$ cat config.mk
export PLATFORM = sky130hd
export DESIGN_NAME = ks_datapath_param_flat
export DESIGN_NICKNAME = d
export VERILOG_FILES = /design/src/rtl/k_and_s_pkg.sv /design/src/rtl/ks_datapath_param_if.sv /design/src/rtl/ks_datapath_param.sv /design/src/flat_wrapper.sv
export SDC_FILE = /design/constraint.sdc
export NUM_CORES = 1
export LEC_CHECK = 0
export CELL_PAD_IN_SITES_DETAIL_PLACEMENT = 1
export CELL_PAD_IN_SITES_GLOBAL_PLACEMENT = 1
export CORE_ASPECT_RATIO = 1.1
export CORE_MARGIN = 1.5
export CORE_UTILIZATION = 27
export CTS_BUF_LIST = sky130_fd_sc_hd__clkbuf_8 sky130_fd_sc_hd__clkbuf_16
export CTS_CLUSTER_SIZE = 14
export DETAILED_ROUTE_END_ITERATION = 10
export DONT_BUFFER_PORTS = 1
export PLACE_DENSITY = 0.58
export SETUP_SLACK_MARGIN = 0.1
export SYNTH_ARGS = -nofsm -noshare
export SYNTH_HDL_FRONTEND = slang
export SYNTH_SLANG_ARGS = --single-unit
export TNS_END_PERCENT = 1
$ cat constraint.sdc
create_clock -name clk -period 9.9 [get_ports clk]
set_input_delay 0.99 -clock clk [delete_from_list [all_inputs] [get_ports clk]]
set_output_delay 0.99 -clock clk [all_outputs]
set_load 0.05 [all_outputs]
$ cat src/rtl/k_and_s_pkg.sv
// Shared K&S types: the instruction class the datapath decodes for the control FSM.
package k_and_s_pkg;
  typedef enum logic [3:0] {
    I_NOP, I_LOAD, I_STORE, I_MOVE, I_ADD, I_SUB, I_AND, I_OR,
    I_BRANCH, I_BZERO, I_BNEG, I_BOV, I_BNOV, I_BNNEG, I_BNZERO, I_HALT
  } decoded_instruction_type;
endpackage

$ cat src/rtl/ks_datapath_param_if.sv
// Control/status and RAM bus between the K&S control FSM, the datapath and program/data RAM.
interface ks_datapath_param_if #(
  parameter int DATA_W = 16,
  parameter int ADDR_W = 5
);
  import k_and_s_pkg::*;

  logic                    branch;
  logic                    pc_enable;
  logic                    ir_enable;
  logic                    addr_sel;
  logic                    c_sel;
  logic [1:0]              operation;
  logic                    write_reg_enable;
  logic                    flags_reg_enable;
  decoded_instruction_type decoded_instruction;
  logic                    zero_op;
  logic                    neg_op;
  logic                    unsigned_overflow;
  logic                    signed_overflow;
  logic [ADDR_W-1:0]       ram_addr;
  logic [DATA_W-1:0]       data_out;
  logic [DATA_W-1:0]       data_in;

  modport master (
    output branch, pc_enable, ir_enable, addr_sel, c_sel, operation,
           write_reg_enable, flags_reg_enable, data_in,
    input  decoded_instruction, zero_op, neg_op, unsigned_overflow,
           signed_overflow, ram_addr, data_out
  );

  modport slave (
    input  branch, pc_enable, ir_enable, addr_sel, c_sel, operation,
           write_reg_enable, flags_reg_enable, data_in,
    output decoded_instruction, zero_op, neg_op, unsigned_overflow,
           signed_overflow, ram_addr, data_out
  );
endinterface

$ cat src/rtl/ks_datapath_param.sv
// Parametrised K&S datapath: IR, PC, register file, 4-op ALU, C-bus mux, flags, decoder.
module ks_datapath_param
  import k_and_s_pkg::*;
#(
  parameter int DATA_W = 16,
  parameter int NREGS  = 4,
  parameter int ADDR_W = 5
) (
  input logic               clk,
  input logic               rst_n,
  ks_datapath_param_if.slave bus
);
  localparam int RW      = $clog2(NREGS);
  localparam int FIELD_W = (ADDR_W + RW > 3 * RW) ? ADDR_W + RW : 3 * RW;
  localparam logic [ADDR_W-1:0] PC_ONE = ADDR_W'(1);

  if (8 + FIELD_W > DATA_W || NREGS < 2 || (NREGS & (NREGS - 1)) != 0) begin : g_param_check
    $error("ks_datapath_param: illegal DATA_W/NREGS/ADDR_W combination");
  end

  logic [DATA_W-1:0]       ir;
  logic [ADDR_W-1:0]       pc;
  logic [DATA_W-1:0]       regs [NREGS];
  logic                    zero_q, neg_q, uov_q, sov_q;

  logic [7:0]              opcode;
  decoded_instruction_type decoded;
  logic [RW-1:0]           a_addr, b_addr, c_addr;
  logic [ADDR_W-1:0]       mem_addr;
  logic [DATA_W-1:0]       bus_a, bus_b, bus_c;
  logic [DATA_W-1:0]       b_op, alu_res;
  logic [DATA_W:0]         sum;
  logic                    is_sub, alu_z, alu_n, alu_u, alu_s;

  assign opcode = ir[DATA_W-1 -: 8];

  always_comb begin
    decoded  = I_NOP;
    a_addr   = '0;
    b_addr   = '0;
    c_addr   = '0;
    mem_addr = '0;
    case (opcode)
      8'h81: begin decoded = I_LOAD;  c_addr = ir[ADDR_W +: RW]; mem_addr = ir[ADDR_W-1:0]; end
      8'h82: begin decoded = I_STORE; a_addr = ir[ADDR_W +: RW]; mem_addr = ir[ADDR_W-1:0]; end
      8'h91: begin
        decoded = I_MOVE;
        a_addr  = ir[0 +: RW];
        b_addr  = ir[0 +: RW];
        c_addr  = ir[RW +: RW];
      end
      8'hA1, 8'hA2, 8'hA3, 8'hA4: begin
        case (opcode[2:0])
          3'd1:    decoded = I_ADD;
          3'd2:    decoded = I_SUB;
          3'd3:    decoded = I_AND;
          default: decoded = I_OR;
        endcase
        a_addr = ir[0 +: RW];
        b_addr = ir[RW +: RW];
        c_addr = ir[2*RW +: RW];
      end
      8'h01: begin decoded = I_BRANCH; mem_addr = ir[ADDR_W-1:0]; end
      8'h02: begin decoded = I_BZERO;  mem_addr = ir[ADDR_W-1:0]; end
      8'h03: begin decoded = I_BNEG;   mem_addr = ir[ADDR_W-1:0]; end
      8'h05: begin decoded = I_BOV;    mem_addr = ir[ADDR_W-1:0]; end
      8'h06: begin decoded = I_BNOV;   mem_addr = ir[ADDR_W-1:0]; end
      8'h0A: begin decoded = I_BNNEG;  mem_addr = ir[ADDR_W-1:0]; end
      8'h0B: begin decoded = I_BNZERO; mem_addr = ir[ADDR_W-1:0]; end
      8'hFF: decoded = I_HALT;
      default: ;
    endcase
  end

  assign bus_a = regs[a_addr];
  assign bus_b = regs[b_addr];

  always_comb begin
    is_sub  = (bus.operation == 2'b01);
    b_op    = is_sub ? ~bus_b : bus_b;
    sum     = {1'b0, bus_a} + {1'b0, b_op} + {{DATA_W{1'b0}}, is_sub};
    alu_res = '0;
    alu_u   = 1'b0;
    alu_s   = 1'b0;
    case (bus.operation)
      2'b00, 2'b01: begin
        alu_res = sum[DATA_W-1:0];
        alu_u   = sum[DATA_W] ^ is_sub;
        // same as carry-into-MSB ^ carry-out: like-signed operands, differently signed result
        alu_s   = (bus_a[DATA_W-1] == b_op[DATA_W-1]) && (sum[DATA_W-1] != bus_a[DATA_W-1]);
      end
      2'b10:   alu_res = bus_a & bus_b;
      default: alu_res = bus_a | bus_b;
    endcase
    alu_z = (alu_res == '0);
    alu_n = alu_res[DATA_W-1];
  end

  assign bus_c = bus.c_sel ? alu_res : bus.data_in;

  always_ff @(posedge clk or negedge rst_n) begin
    if (!rst_n) begin
      ir     <= '0;
      pc     <= '0;
      regs   <= '{default: '0};
      zero_q <= 1'b0;
      neg_q  <= 1'b0;
      uov_q  <= 1'b0;
      sov_q  <= 1'b0;
    end else begin
      if (bus.ir_enable) ir <= bus.data_in;
      if (bus.pc_enable) pc <= bus.branch ? mem_addr : pc + PC_ONE;
      if (bus.write_reg_enable) regs[c_addr] <= bus_c;
      if (bus.flags_reg_enable) begin
        zero_q <= alu_z;
        neg_q  <= alu_n;
        uov_q  <= alu_u;
        sov_q  <= alu_s;
      end
    end
  end

  assign bus.decoded_instruction = decoded;
  assign bus.zero_op             = zero_q;
  assign bus.neg_op              = neg_q;
  assign bus.unsigned_overflow   = uov_q;
  assign bus.signed_overflow     = sov_q;
  assign bus.ram_addr            = bus.addr_sel ? pc : mem_addr;
  assign bus.data_out            = bus_a;
endmodule

$ cat src/flat_wrapper.sv
// flat-port wrapper written by rule: the top's interface ports become plain ports
module ks_datapath_param_flat import k_and_s_pkg::*;
#(
  parameter int DATA_W = 16,
  parameter int NREGS  = 4,
  parameter int ADDR_W = 5
)
  (clk, rst_n, bus_branch, bus_pc_enable, bus_ir_enable, bus_addr_sel, bus_c_sel, bus_operation, bus_write_reg_enable, bus_flags_reg_enable, bus_data_in, bus_decoded_instruction, bus_zero_op, bus_neg_op, bus_unsigned_overflow, bus_signed_overflow, bus_ram_addr, bus_data_out);
  ks_datapath_param_if #(.DATA_W(DATA_W), .ADDR_W(ADDR_W)) bus_i ();
  input logic clk;
  input logic rst_n;
  input wire logic [$bits(bus_i.branch)-1:0] bus_branch;
  input wire logic [$bits(bus_i.pc_enable)-1:0] bus_pc_enable;
  input wire logic [$bits(bus_i.ir_enable)-1:0] bus_ir_enable;
  input wire logic [$bits(bus_i.addr_sel)-1:0] bus_addr_sel;
  input wire logic [$bits(bus_i.c_sel)-1:0] bus_c_sel;
  input wire logic [$bits(bus_i.operation)-1:0] bus_operation;
  input wire logic [$bits(bus_i.write_reg_enable)-1:0] bus_write_reg_enable;
  input wire logic [$bits(bus_i.flags_reg_enable)-1:0] bus_flags_reg_enable;
  input wire logic [$bits(bus_i.data_in)-1:0] bus_data_in;
  output wire logic [$bits(bus_i.decoded_instruction)-1:0] bus_decoded_instruction;
  output wire logic [$bits(bus_i.zero_op)-1:0] bus_zero_op;
  output wire logic [$bits(bus_i.neg_op)-1:0] bus_neg_op;
  output wire logic [$bits(bus_i.unsigned_overflow)-1:0] bus_unsigned_overflow;
  output wire logic [$bits(bus_i.signed_overflow)-1:0] bus_signed_overflow;
  output wire logic [$bits(bus_i.ram_addr)-1:0] bus_ram_addr;
  output wire logic [$bits(bus_i.data_out)-1:0] bus_data_out;
  assign bus_i.branch = bus_branch;
  assign bus_i.pc_enable = bus_pc_enable;
  assign bus_i.ir_enable = bus_ir_enable;
  assign bus_i.addr_sel = bus_addr_sel;
  assign bus_i.c_sel = bus_c_sel;
  assign bus_i.operation = bus_operation;
  assign bus_i.write_reg_enable = bus_write_reg_enable;
  assign bus_i.flags_reg_enable = bus_flags_reg_enable;
  assign bus_i.data_in = bus_data_in;
  assign bus_decoded_instruction = bus_i.decoded_instruction;
  assign bus_zero_op = bus_i.zero_op;
  assign bus_neg_op = bus_i.neg_op;
  assign bus_unsigned_overflow = bus_i.unsigned_overflow;
  assign bus_signed_overflow = bus_i.signed_overflow;
  assign bus_ram_addr = bus_i.ram_addr;
  assign bus_data_out = bus_i.data_out;
  ks_datapath_param #(.DATA_W(DATA_W), .NREGS(NREGS), .ADDR_W(ADDR_W)) u_core (.clk(clk), .rst_n(rst_n), .bus(bus_i));
endmodule
==> results of run 1 <==
==> power groups by stage <==
stage / Combinational, mW / Clock [mW] / Sequential, mW
after floorplan: 1.12 / 0 / 0.523
after global placement: 1.41 / 0 / 0.552
after detailed placement: 1.41 / 0 / 0.555
after CTS: 1.42 / 0.396 / 0.548
after global routing: 1.55 / 0.410 / 0.562
final: 1.41 / 0.387 / 0.548
==> metrics by stage <==
stage	worst slack (ns)	hold WS (ns)
6_report	4.12	0.324
5_1_grt	3.78	0.310
4_1_cts	4.17	0.307
3_5_place_dp	4.19	0.481
3_3_place_gp	4.33	0.469
2_1_floorplan	4.52	0.456
==> sequential cells by signal, summed over array words and instances, names as in the netlist <==
register                      flops
u_core.pc                         5
u_core.bus.unsigned_overflow      1
u_core.regs                      64
u_core.bus.zero_op                1
u_core.ir                        15
u_core.bus.neg_op                 1
u_core.bus.signed_overflow        1
==> per-layer routing <==
metal / track usage / up-vias
met1: 0.222 / 2874
li1: - / 2685
met3: 0.0316 / 20
met4: 0.0497 / 0
met2: 0.298 / 95
met5: 0 / -
==> kinds of logic after synthesis <==
group,after synthesis
and+or+nand+nor,220
AOI/OAI and AO/OA,180
muxes,126
DFF,88
buffers and inverters,66
xor gates and xnor gates,36
adders and majority gates,29
==> final timing paths <==
check / from / end / slack (ns) / cells past startpoint
worst min-delay path: rst_n / u_core.regs[60] / 0.32 / 0
max in group asynchronous: rst_n / u_core.regs[53] / 9.43 / 0
worst min register to register: u_core.regs[40] / u_core.regs[40] / 0.49 / 2
min in group clk: u_core.regs[40] / u_core.regs[40] / 0.49 / 2
worst max-delay path: u_core.ir[12] / u_core.bus.zero_op / 4.12 / 16
worst max register to register: u_core.ir[12] / u_core.bus.zero_op / 4.12 / 16
==> area by class of cell <==
cell class	count	area share
Sequential cell	88	0.287
Clock buffer	9	0.0293
Inverter	21	0.0103
Multi-Input combinational cell	591	0.589
Timing Repair Buffer	16	0.0156
Tap cell	346	0.0564
Clock inverter	7	0.0130
==> synth_stat cells, drive strengths merged, types with 9 or more instances <==
cell type  count  share of area
maj3          12          0.017
nand3         18          0.014
buf           20          0.020
mux2i         56          0.088
a31oi         22          0.021
a211oi         9          0.011
xor2           9          0.011
nand2        101          0.054
a21oi         43          0.033
xnor2         26          0.034
nor2          42          0.023
dfrtp         88           0.31
clkbuf        25          0.013
nor3          10          0.011
mux2          65           0.11
and3          15          0.014
ha            16          0.029
inv           20          0.011
o21ai         43          0.032
==> metrics.csv, run 1 <==
stage;metric;value;unit
placed_design;place_congestion;0.812;
cells_and_area;drive_above_1_share;0.189;
synth;synth_edf_count;0;
floorplanning;chipWidth;157;um
cells_and_area;final_common_cell;nand2_1;
clock_tree;cts_tree;done;
cells_and_area;multi_input_area;4520;um2
timing;hold_violations;0;
clock_tree;cts_buffer_depth;2;
floorplanning;num_io_pins;56;
pwr;p_clk_frac;0.165;
synth;synth_top_family_by_area;multiplexers;
timing;finalMaxSlewViolations;0;
detailed_routing;post_drt_wl_per_cell;21.1;um
placed_design;hpwl;16.8;mm
worst_setup_path;cpPeakStageDelay;0.73;ns
detailed_routing;ant_nets;0;
clock_tree;clkLatencyLatePin;0.36;ns
synth;yosysUniqueCellTypes;92;
synth;synth_nets;789;
cells_and_area;fin_nets;771;
hold_path;min_path_type;in2async;
synth;synth_simple_gate_area_frac;0.153;
clock_tree;clockRootBuffer;clkbuf_16;
clock_tree;h-tree-depth;3;
pwr;ir_drop;0.115;mV
timing;max_freq;173;MHz
pwr;power.internal;1.21;mW
synth;syn_avg_cell_area;9.39;um2
worst_setup_path;cp_max_fo;23;
worst_setup_path;cp.required;10.17;ns
synth;ys_ff_latch;88;
detailed_routing;vias;5674;
run;drv_cap;0;
pwr;pwr-share-comb;0.602;
worst_setup_path;crit_top_cell;mux2i_1;
pwr;p_sw_frac;0.483;
timing;rsz0062_at_grt;false;
synth;synth_xor_area_frac;0.0481;
clock_tree;cts_num_sinks;88;
global_route;grt_pass1_wl;35.3;mm
worst_setup_path;worstSetupPathType;reg2reg;
timing;fin_crit;5.78;ns
worst_setup_path;worst-path-buf-inv;1;
synth;synthMuxAreaShare;0.209;
placed_design;dp.cells;1062;
global_route;grt_pass1_vias;5903;
cells_and_area;n_antenna_cell;0;
global_route;antenna_found_initial;0;
floorplanning;dieArea;26900;um2
detailed_routing;routed.top_layer;met4;
synth;ys_async_sr_fraction;1.00;
cells_and_area;final_cell_mix;101 x nand2_1, 88 x dfrtp_1, 62 x mux2_2, 49 x mux2i_1, 42 x nor2_1;
placed_design;placed_area;7350;um2
pwr;power.density;306;nW/um2
timing;fin_skew;0.0133;ns
worst_setup_path;cp-start-kind;flop;
cells_and_area;final_cell_area;7680;um2
pwr;switchingPower;1.13;mW
worst_setup_path;crit_chain;nor4bb_1 -> o211a_1 -> a21o_1 -> buf_4 -> mux2i_1 -> mux2i_2 -> mux2i_1 -> fa_1 -> nand2b_1 -> o2111a_1 -> nor3_4 -> xnor2_1 -> o21ai_0 -> nor4_1 -> nand4b_1 -> o31ai_2;
synth;synth_area;7000;um2
synth;ys.flop_type;dfrtp_1;
worst_setup_path;endpoint_kind;flop;
clock_tree;post_cts_buffers;0;
timing;worst_pin_slew;1.12;ns
detailed_routing;vias_per_cell;5.26;
clock_tree;hold_buffers;0;
cells_and_area;n_fill_cell;2942;
synth;syn_inst;745;
pwr;fin_total_pwr;2.35;mW
floorplanning;core_area;25300;um2
timing;fin_tns_setup;0;ns
synth;synth_compound_area_frac;0.182;
synth;ys_warn_count;0;
timing;slew_headroom;0.266;
detailed_routing;wl_met2;11.0;mm
cells_and_area;fin_cells;1078;
pwr;seqPwrFrac;0.233;
detailed_routing;drtPass1Iterations;4;
worst_setup_path;critPathSlowestCell;mux2i_2;
clock_tree;numCtsBuffers;9;
worst_setup_path;path_delay_family;simple AND/OR/NAND/NOR gates;
clock_tree;post_cts_resized;0;
clock_tree;clk_pin_slew_worst_paths;0.08;ns
timing;setup_viol;0;
detailed_routing;drc;0;
synth;seq_area_frac_synth;0.315;
timing;fin_crit_sh;0.584;
cells_and_area;area_delta_synth_final;9.71;%
detailed_routing;met3WireLength;895;um
cells_and_area;regArea;2200;um2
detailed_routing;wirelength;22.7;mm
floorplanning;num_rows;61;
detailed_routing;drtIter0Drc;295;
worst_setup_path;arrival;6.05;ns
global_route;grt_overflow_total;0;
detailed_routing;wl_met1;10.3;mm
global_route;grt_max_degree;89;
global_route;track_usage;0.174;
pwr;p_leak;3.22;nW
status;status;finished, final reports clean;
synth;synthAdderAreaFrac;0.0486;
placed_design;portBuffers;0;
cells_and_area;fin_util;0.303;
floorplanning;dieHeight;172;um
floorplanning;initial_core_util;0.276;
Note: power is estimated with default switching activity, not from simulation.
==> run 2: changes to the inputs <==
Settings changed: PLACE_DENSITY 0.58 to 0.59.
Clock period 9.9 ns to 4.73 ns, I/O delays scaled along.
==> run 2 against run 1 <==
The run now ends with hold timing left. Register-to-register slack lost 3.9 ns. First-iteration DRC count shrank 13%. Largest power group unchanged. Clock skew shrank 0.0024 ns.
==> metrics.csv, run 2 (synthesis results as in run 1) <==
stage;metric;value;unit;change
cells_and_area;final_cell_mix;101 x nand2_1, 88 x dfrtp_1, 72 x buf_4, 62 x mux2_2, 41 x nor2_1;;was 101 x nand2_1, 88 x dfrtp_1, 62 x mux2_2, 49 x mux2i_1, 42 x nor2_1
placed_design;portBuffers;0;;unchanged
worst_setup_path;cp_max_fo;12;;was 23
cells_and_area;drive_above_1_share;0.288;;was 0.189
status;status;finished, violations left;;was finished, final reports clean
floorplanning;dieHeight;172;um;unchanged
detailed_routing;drc;0;;unchanged
timing;setup_viol;0;;unchanged
placed_design;place_congestion;0.853;;was 0.812
detailed_routing;vias;5905;;was 5674
timing;timing.hold.ws;-0.0272;ns;was 0.324 ns
timing;layout_setup_ws;0.188;ns;was 4.12 ns
timing;fin_skew;0.0109;ns;was 0.0133 ns
cells_and_area;largest_register_ff_count;64;;unchanged
global_route;gr-usage-met3;0.0366;;was 0.0316
worst_setup_path;arrival;4.79;ns;was 6.05 ns
global_route;grt_overflow_total;0;;unchanged
floorplanning;dieArea;26900;um2;unchanged
clock_tree;cts_buffer_depth;2;;unchanged
detailed_routing;drtPass1Iterations;4;;unchanged
worst_setup_path;worst-path-buf-inv;5;;was 1
floorplanning;chipWidth;157;um;unchanged
global_route;met2_usage;0.308;;was 0.298
timing;fin_crit_sh;0.960;;was 0.584
status;violations;hold timing;;
worst_setup_path;r2r_end;u_core.regs[15];;was u_core.bus.zero_op
floorplanning;num_io_pins;56;;unchanged
timing;hold_violations;5;;was 0
global_route;grt_max_degree;89;;unchanged
timing;finalMaxSlewViolations;0;;unchanged
floorplanning;core_area;25300;um2;unchanged
worst_setup_path;worstSetupPathType;reg2reg;;unchanged
global_route;use_met1;0.235;;was 0.222
run;drv_cap;0;;unchanged
cells_and_area;fin_nets;835;;was 771
worst_setup_path;cp-start-kind;flop;;unchanged
cells_and_area;final_common_cell;nand2_1;;unchanged
worst_setup_path;cp.required;4.97;ns;was 10.17 ns
detailed_routing;drtIter0Drc;258;;was 295
clock_tree;clk_pin_slew_worst_paths;0.07;ns;was 0.08 ns
pwr;ir_drop;0.224;mV;was 0.115 mV
cells_and_area;largest_registers;u_core.regs: 64 flops, u_core.ir: 15 flops, u_core.pc: 5 flops;;unchanged
floorplanning;num_rows;61;;unchanged
floorplanning;initial_core_util;0.276;;unchanged
timing;worst_pin_slew;1.16;ns;was 1.12 ns
cells_and_area;top_register;u_core.regs;;unchanged
cells_and_area;area_delta_synth_final;21.1;%;was 9.71%
timing;fin_crit;4.54;ns;was 5.78 ns
global_route;grt_pass1_wl;37.0;mm;was 35.3 mm
clock_tree;cts_tree;done;;unchanged
global_route;grt_busiest_layer;met2;;unchanged
placed_design;hpwl;18.0;mm;was 16.8 mm
worst_setup_path;path_delay_family;compound AO/OA/AOI/OAI gates;;was simple AND/OR/NAND/NOR gates
clock_tree;h-tree-depth;3;;unchanged
global_route;grt_pass1_vias;6159;;was 5903
worst_setup_path;endpoint_kind;flop;;unchanged
detailed_routing;post_drt_wl_per_cell;20.9;um;was 21.1 um
worst_setup_path;r2r_start;u_core.ir[13];;was u_core.ir[12]
worst_setup_path;cpPeakStageDelay;0.58;ns;was 0.73 ns
timing;rsz0062_at_grt;true;;was false
detailed_routing;wirelength;23.9;mm;was 22.7 mm
worst_setup_path;crit_chain;or4b_4 -> buf_4 -> nor3_4 -> buf_4 -> a221o_1 -> buf_12 -> buf_4 -> buf_4 -> mux2i_2 -> xnor2_1 -> a2111o_1 -> nand3_4 -> a31o_4 -> a31oi_4 -> a311oi_4 -> a21oi_2 -> mux2_2;;was nor4bb_1 -> o211a_1 -> a21o_1 -> buf_4 -> mux2i_1 -> mux2i_2 -> mux2i_1 -> fa_1 -> nand2b_1 -> o2111a_1 -> nor3_4 -> xnor2_1 -> o21ai_0 -> nor4_1 -> nand4b_1 -> o31ai_2
clock_tree;clockRootBuffer;clkbuf_16;;unchanged
pwr;power.density;637;nW/um2;was 306 nW/um2
clock_tree;cts_num_sinks;88;;unchanged
global_route;antenna_found_initial;0;;unchanged
hold_path;min_path_type;in2async;;unchanged
clock_tree;clkLatencyLatePin;0.36;ns;about the same
timing;slew_headroom;0.227;;was 0.266
clock_tree;numCtsBuffers;9;;unchanged
worst_setup_path;rrSetupSlack;0.19;ns;was 4.12 ns
detailed_routing;ant_nets;0;;unchanged
pwr;fin_total_pwr;5.39;mW;was 2.35 mW
global_route;track_usage;0.183;;was 0.174
detailed_routing;vias_per_cell;5.17;;was 5.26
timing;max_freq;220;MHz;was 173 MHz
worst_setup_path;worstRegToRegCells;17;;was 16
pwr;p_leak;3.59;nW;was 3.22 nW
placed_design;post-place-ws;-0.106;ns;was 4.19 ns
worst_setup_path;crit_top_cell;buf_4;;was mux2i_1
worst_setup_path;critPathSlowestCell;or4b_4;;was mux2i_2
-- run 2: cell type report --
| class | count | area [um2] |
|---|---|---|
| repair buffers | 80 | 682 |
| fillers | 2940 | 16900 |
| diodes | 1 | 2.50 |
| inverters | 21 | 78.8 |
| clock inverters | 6 | 60.1 |
| flip-flops and latches | 88 | 2200 |
| clock buffers | 10 | 239 |
| well taps | 346 | 433 |
| multi-input cells | 591 | 4780 |
-- run 2: worst max path at each step --
stage | startpoint | end | slack (ns) | cells after the start
6_report | u_core.ir[13] | u_core.regs[15] | 0.19 | 17
5_1_grt | u_core.ir[13] | u_core.regs[63] | 0.0003 | 17
4_1_cts | u_core.ir[13] | u_core.regs[29] | 0.06 | 19
3_5_place_dp | u_core.ir[10] | u_core.regs[63] | -0.11 | 16
3_3_place_gp | u_core.ir[13] | u_core.regs[63] | 0.01 | 19
2_1_floorplan | u_core.ir[9] | u_core.regs[61] | 0.08 | 19
-- run 2: worst register-to-register path, cell delays in order (launching register included) --
cell	delay, ns
dfrtp_1	0.37
or4b_4	0.58
buf_4	0.19
nor3_4	0.22
buf_4	0.17
a221o_1	0.15
buf_12	0.15
buf_4	0.17
buf_4	0.13
mux2i_2	0.37
xnor2_1	0.21
a2111o_1	0.48
nand3_4	0.12
a31o_4	0.20
a31oi_4	0.10
a311oi_4	0.41
a21oi_2	0.13
mux2_2	0.28
-- run 2: through the flow --
stage | utilization | area (um2) | instances | setup TNS [ns] | hold WS, ns
finish | 0.334 | 8470 | 1143 | 0 | -0.0272
global placement | 0.311 | 7880 | 1117 | 0 | 0.181
floorplan | - | 7110 | 745 | 0 | 0.177
CTS | 0.327 | 8270 | 1136 | 0 | 0.0376
detailed placement | 0.311 | 7880 | 1117 | -0.599 | 0.181
global route | 0.334 | 8470 | 1142 | 0 | 0.0151
-- run 2: report_power, final --
part	total, mW	switching (mW)	internal, mW	leakage [nW]
Sequential	1.15	0.215	0.934	1.13
Combinational	3.50	2.03	1.47	2.31
Clock	0.746	0.325	0.421	0.150
Total	5.39	2.57	2.82	3.59
-- run 2: timing repair --
item / 4_1_cts / 5_1_grt
endpoints found under the hold margin: 88 / 0
endpoints found under the setup margin: 30 / 47
setup buffers: 2 / 6
pin swaps: 2 / 14
gates resized for setup: 9 / 30
hold buffers: 1 / 0
-- run 2: layer usage --
layer	up-vias	part of all wire
met2	61	0.48
met3	16	0.033
met4	0	0.020
met1	2996	0.46
li1	2832	-
met5	-	0
==> run 3: changes to the inputs <==
Settings changed: CORE_UTILIZATION 27 to 46, PLACE_DENSITY 0.59 to 0.87.
==> run 3 against run 2 <==
The flow now finishes without violations. Critical path depth up 3. Worst hold slack better by 0.040 ns. Global-route usage increased by 14 points. Die area decreased by 41%. Combinational power up 4%. Clock skew is essentially flat. Final cell count shrank 12%. Routed wire length up 16%. Largest cell class unchanged. Largest power group unchanged.
==> metrics.csv, run 3 (synthesis results as in run 1) <==
stage;metric;value;unit;change
floorplanning;dieHeight;132;um;was 172 um
clock_tree;clk_pin_slew_worst_paths;0.07;ns;about the same
placed_design;portBuffers;0;;unchanged
timing;finalMaxSlewViolations;0;;unchanged
worst_setup_path;arrival;4.99;ns;was 4.79 ns
detailed_routing;vias_per_cell;6.73;;was 5.17
timing;fin_skew;0.0112;ns;was 0.0109 ns
detailed_routing;wirelength;27.8;mm;was 23.9 mm
timing;layout_setup_ws;0.0403;ns;was 0.188 ns
clock_tree;cts_buffer_depth;2;;unchanged
cells_and_area;multi_input_area;4780;um2;about the same
cells_and_area;area_delta_synth_final;20.1;%;was 21.1%
hold_path;min_path_type;in2async;;unchanged
floorplanning;num_rows;47;;was 61
timing;slew_headroom;0.146;;was 0.227
timing;rsz0062_at_grt;true;;unchanged
clock_tree;numCtsBuffers;9;;unchanged
status;status;finished, final reports clean;;was finished, violations left
floorplanning;num_io_pins;56;;unchanged
cells_and_area;fin_util;0.563;;was 0.334
detailed_routing;vias;6740;;was 5905
cells_and_area;drive_above_1_share;0.307;;was 0.288
run;drv_cap;0;;unchanged
worst_setup_path;r2r_end;u_core.regs[62];;was u_core.regs[15]
worst_setup_path;critPathSlowestCell;dfrtp_2;;was or4b_4
worst_setup_path;endpoint_kind;flop;;unchanged
worst_setup_path;crit_chain;o21ba_1 -> o211a_1 -> buf_4 -> buf_4 -> a221oi_4 -> buf_4 -> buf_8 -> buf_4 -> nand2_1 -> and3_1 -> a31oi_4 -> ha_2 -> a21oi_1 -> o21bai_1 -> a21o_1 -> a2111o_1 -> a21oi_1 -> o41ai_2 -> a31oi_2 -> mux2_2;;was or4b_4 -> buf_4 -> nor3_4 -> buf_4 -> a221o_1 -> buf_12 -> buf_4 -> buf_4 -> mux2i_2 -> xnor2_1 -> a2111o_1 -> nand3_4 -> a31o_4 -> a31oi_4 -> a311oi_4 -> a21oi_2 -> mux2_2
worst_setup_path;worstRegToRegCells;20;;was 17
cells_and_area;fin_nets;844;;was 835
worst_setup_path;crit_top_cell;buf_4;;unchanged
global_route;grt_overflow_total;0;;unchanged
clock_tree;cts_num_sinks;88;;unchanged
floorplanning;chipWidth;121;um;was 157 um
detailed_routing;drc;0;;unchanged
worst_setup_path;worst-path-buf-inv;5;;unchanged
placed_design;place_congestion;0.950;;was 0.853
timing;worst_pin_slew;1.28;ns;was 1.16 ns
cells_and_area;fin_cells;1001;;was 1143
worst_setup_path;cp-start-kind;flop;;unchanged
placed_design;dp.cells;959;;was 1117
detailed_routing;ant_nets;0;;unchanged
pwr;ir_drop;0.305;mV;was 0.224 mV
timing;fin_crit_sh;0.991;;was 0.960
cells_and_area;largest_register_ff_count;64;;unchanged
placed_design;hpwl;17.9;mm;was 18.0 mm
floorplanning;core_area;14900;um2;was 25300 um2
global_route;track_usage;0.325;;was 0.183
detailed_routing;post_drt_wl_per_cell;27.8;um;was 20.9 um
global_route;antenna_found_initial;0;;unchanged
detailed_routing;drtPass1Iterations;5;;was 4
timing;fin_tns_setup;0;ns;unchanged
timing;fin_crit;4.69;ns;was 4.54 ns
floorplanning;initial_core_util;0.469;;was 0.276
worst_setup_path;r2r_start;u_core.ir[9];;was u_core.ir[13]
detailed_routing;drtIter0Drc;515;;was 258
timing;timing.hold.ws;0.0128;ns;was -0.0272 ns
worst_setup_path;cpPeakStageDelay;0.46;ns;was 0.58 ns
cells_and_area;final_common_cell;nand2_1;;unchanged
timing;setup_viol;0;;unchanged
global_route;grt_pass1_vias;7081;;was 6159
timing;max_freq;213;MHz;was 220 MHz
clock_tree;h-tree-depth;3;;unchanged
cells_and_area;regArea;2200;um2;about the same
placed_design;post-place-ws;-0.172;ns;was -0.106 ns
global_route;grt_max_degree;89;;unchanged
worst_setup_path;cp_max_fo;10;;was 12
clock_tree;clockRootBuffer;clkbuf_16;;unchanged
global_route;grt_pass1_wl;39.6;mm;was 37.0 mm
cells_and_area;largest_registers;u_core.regs: 64 flops, u_core.ir: 15 flops, u_core.pc: 5 flops;;unchanged
pwr;p_leak;3.64;nW;was 3.59 nW
worst_setup_path;rrSetupSlack;0.04;ns;was 0.19 ns
cells_and_area;n_fill_cell;1666;;was 2940
timing;hold_violations;0;;was 5
clock_tree;clkLatencyLatePin;0.37;ns;was 0.36 ns
worst_setup_path;path_delay_family;compound AO/OA/AOI/OAI gates;;unchanged
cells_and_area;top_register;u_core.regs;;unchanged
worst_setup_path;worstSetupPathType;reg2reg;;unchanged
cells_and_area;n_antenna_cell;0;;was 1
clock_tree;cts_tree;done;;unchanged
floorplanning;dieArea;16000;um2;was 26900 um2
pwr;power.density;669;nW/um2;was 637 nW/um2
worst_setup_path;cp.required;5.03;ns;was 4.97 ns
cells_and_area;final_cell_mix;101 x nand2_1, 86 x dfrtp_1, 78 x buf_4, 62 x mux2_2, 41 x nor2_1;;was 101 x nand2_1, 88 x dfrtp_1, 72 x buf_4, 62 x mux2_2, 41 x nor2_1
[run 3: cell count changes in the layout (fill, tap and decap cells not counted), sizes merged]
cell / change
buf: +7
clkbuf: +2
clkinv: -2
bufinv: +1
clkinvlp: +1
diode: -1
[run 3: per-stage QoR]
stage	total power [mW]	cell area, um2
final	5.63	8410
after global routing	5.86	8410
after CTS	5.30	8080
after detailed placement	4.40	7620
after global placement	4.20	7620
after floorplan	3.48	7110
[run 3: power breakdown]
part	internal [mW]	switching, mW
logic	1.45	2.20
registers	0.934	0.240
clock network	0.475	0.333
total	2.86	2.77
[run 3: worst reg2reg max path, cell delays in order (launching register included)]
cell and delay (ns):
dfrtp_2 0.46, o21ba_1 0.21, o211a_1 0.29, buf_4 0.15
buf_4 0.13, a221oi_4 0.35, buf_4 0.18, buf_8 0.13
buf_4 0.12, nand2_1 0.06, and3_1 0.21, a31oi_4 0.18
ha_2 0.32, a21oi_1 0.28, o21bai_1 0.10, a21o_1 0.22
a2111o_1 0.43, a21oi_1 0.18, o41ai_2 0.14, a31oi_2 0.28
mux2_2 0.20
[run 3: final cells by class]
cell class,instances,share of cell area
multi-input cells,591,0.568
inverters,21,0.00938
well taps,196,0.0292
repair buffers,89,0.0929
clock inverters,6,0.00997
clock buffers,10,0.0284
flip-flops and latches,88,0.262
[run 3: worst max-delay path by stage]
stage,startpoint,endpoint,cells past startpoint,slack [ns]
floorplan,u_core.ir[9],u_core.regs[61],19,0.08
global placement,u_core.ir[9],u_core.regs[30],15,0.09
detailed placement,u_core.ir[9],u_core.regs[30],15,-0.17
CTS,u_core.ir[8],u_core.regs[45],16,0.09
global route,u_core.ir[9],u_core.regs[14],20,-0.08
finish,u_core.ir[9],u_core.regs[62],20,0.04
[run 3: metal layers]
metal,up-vias,wire [um],track usage
met1,3389,10200,0.359
met3,160,1990,0.0644
met4,0,2180,0.202
met5,-,0,0
li1,2842,-,-
met2,349,13400,0.568
[run 3: timing repair]
item | 4_1_cts | 5_1_grt
setup endpoints to repair | 40 | 48
pin swaps | 3 | 10
hold buffers | 1 | 0
cloned | 0 | 1
resized for setup | 9 | 36
setup buffers | 5 | 19
endpoints found under the hold margin | 88 | 0
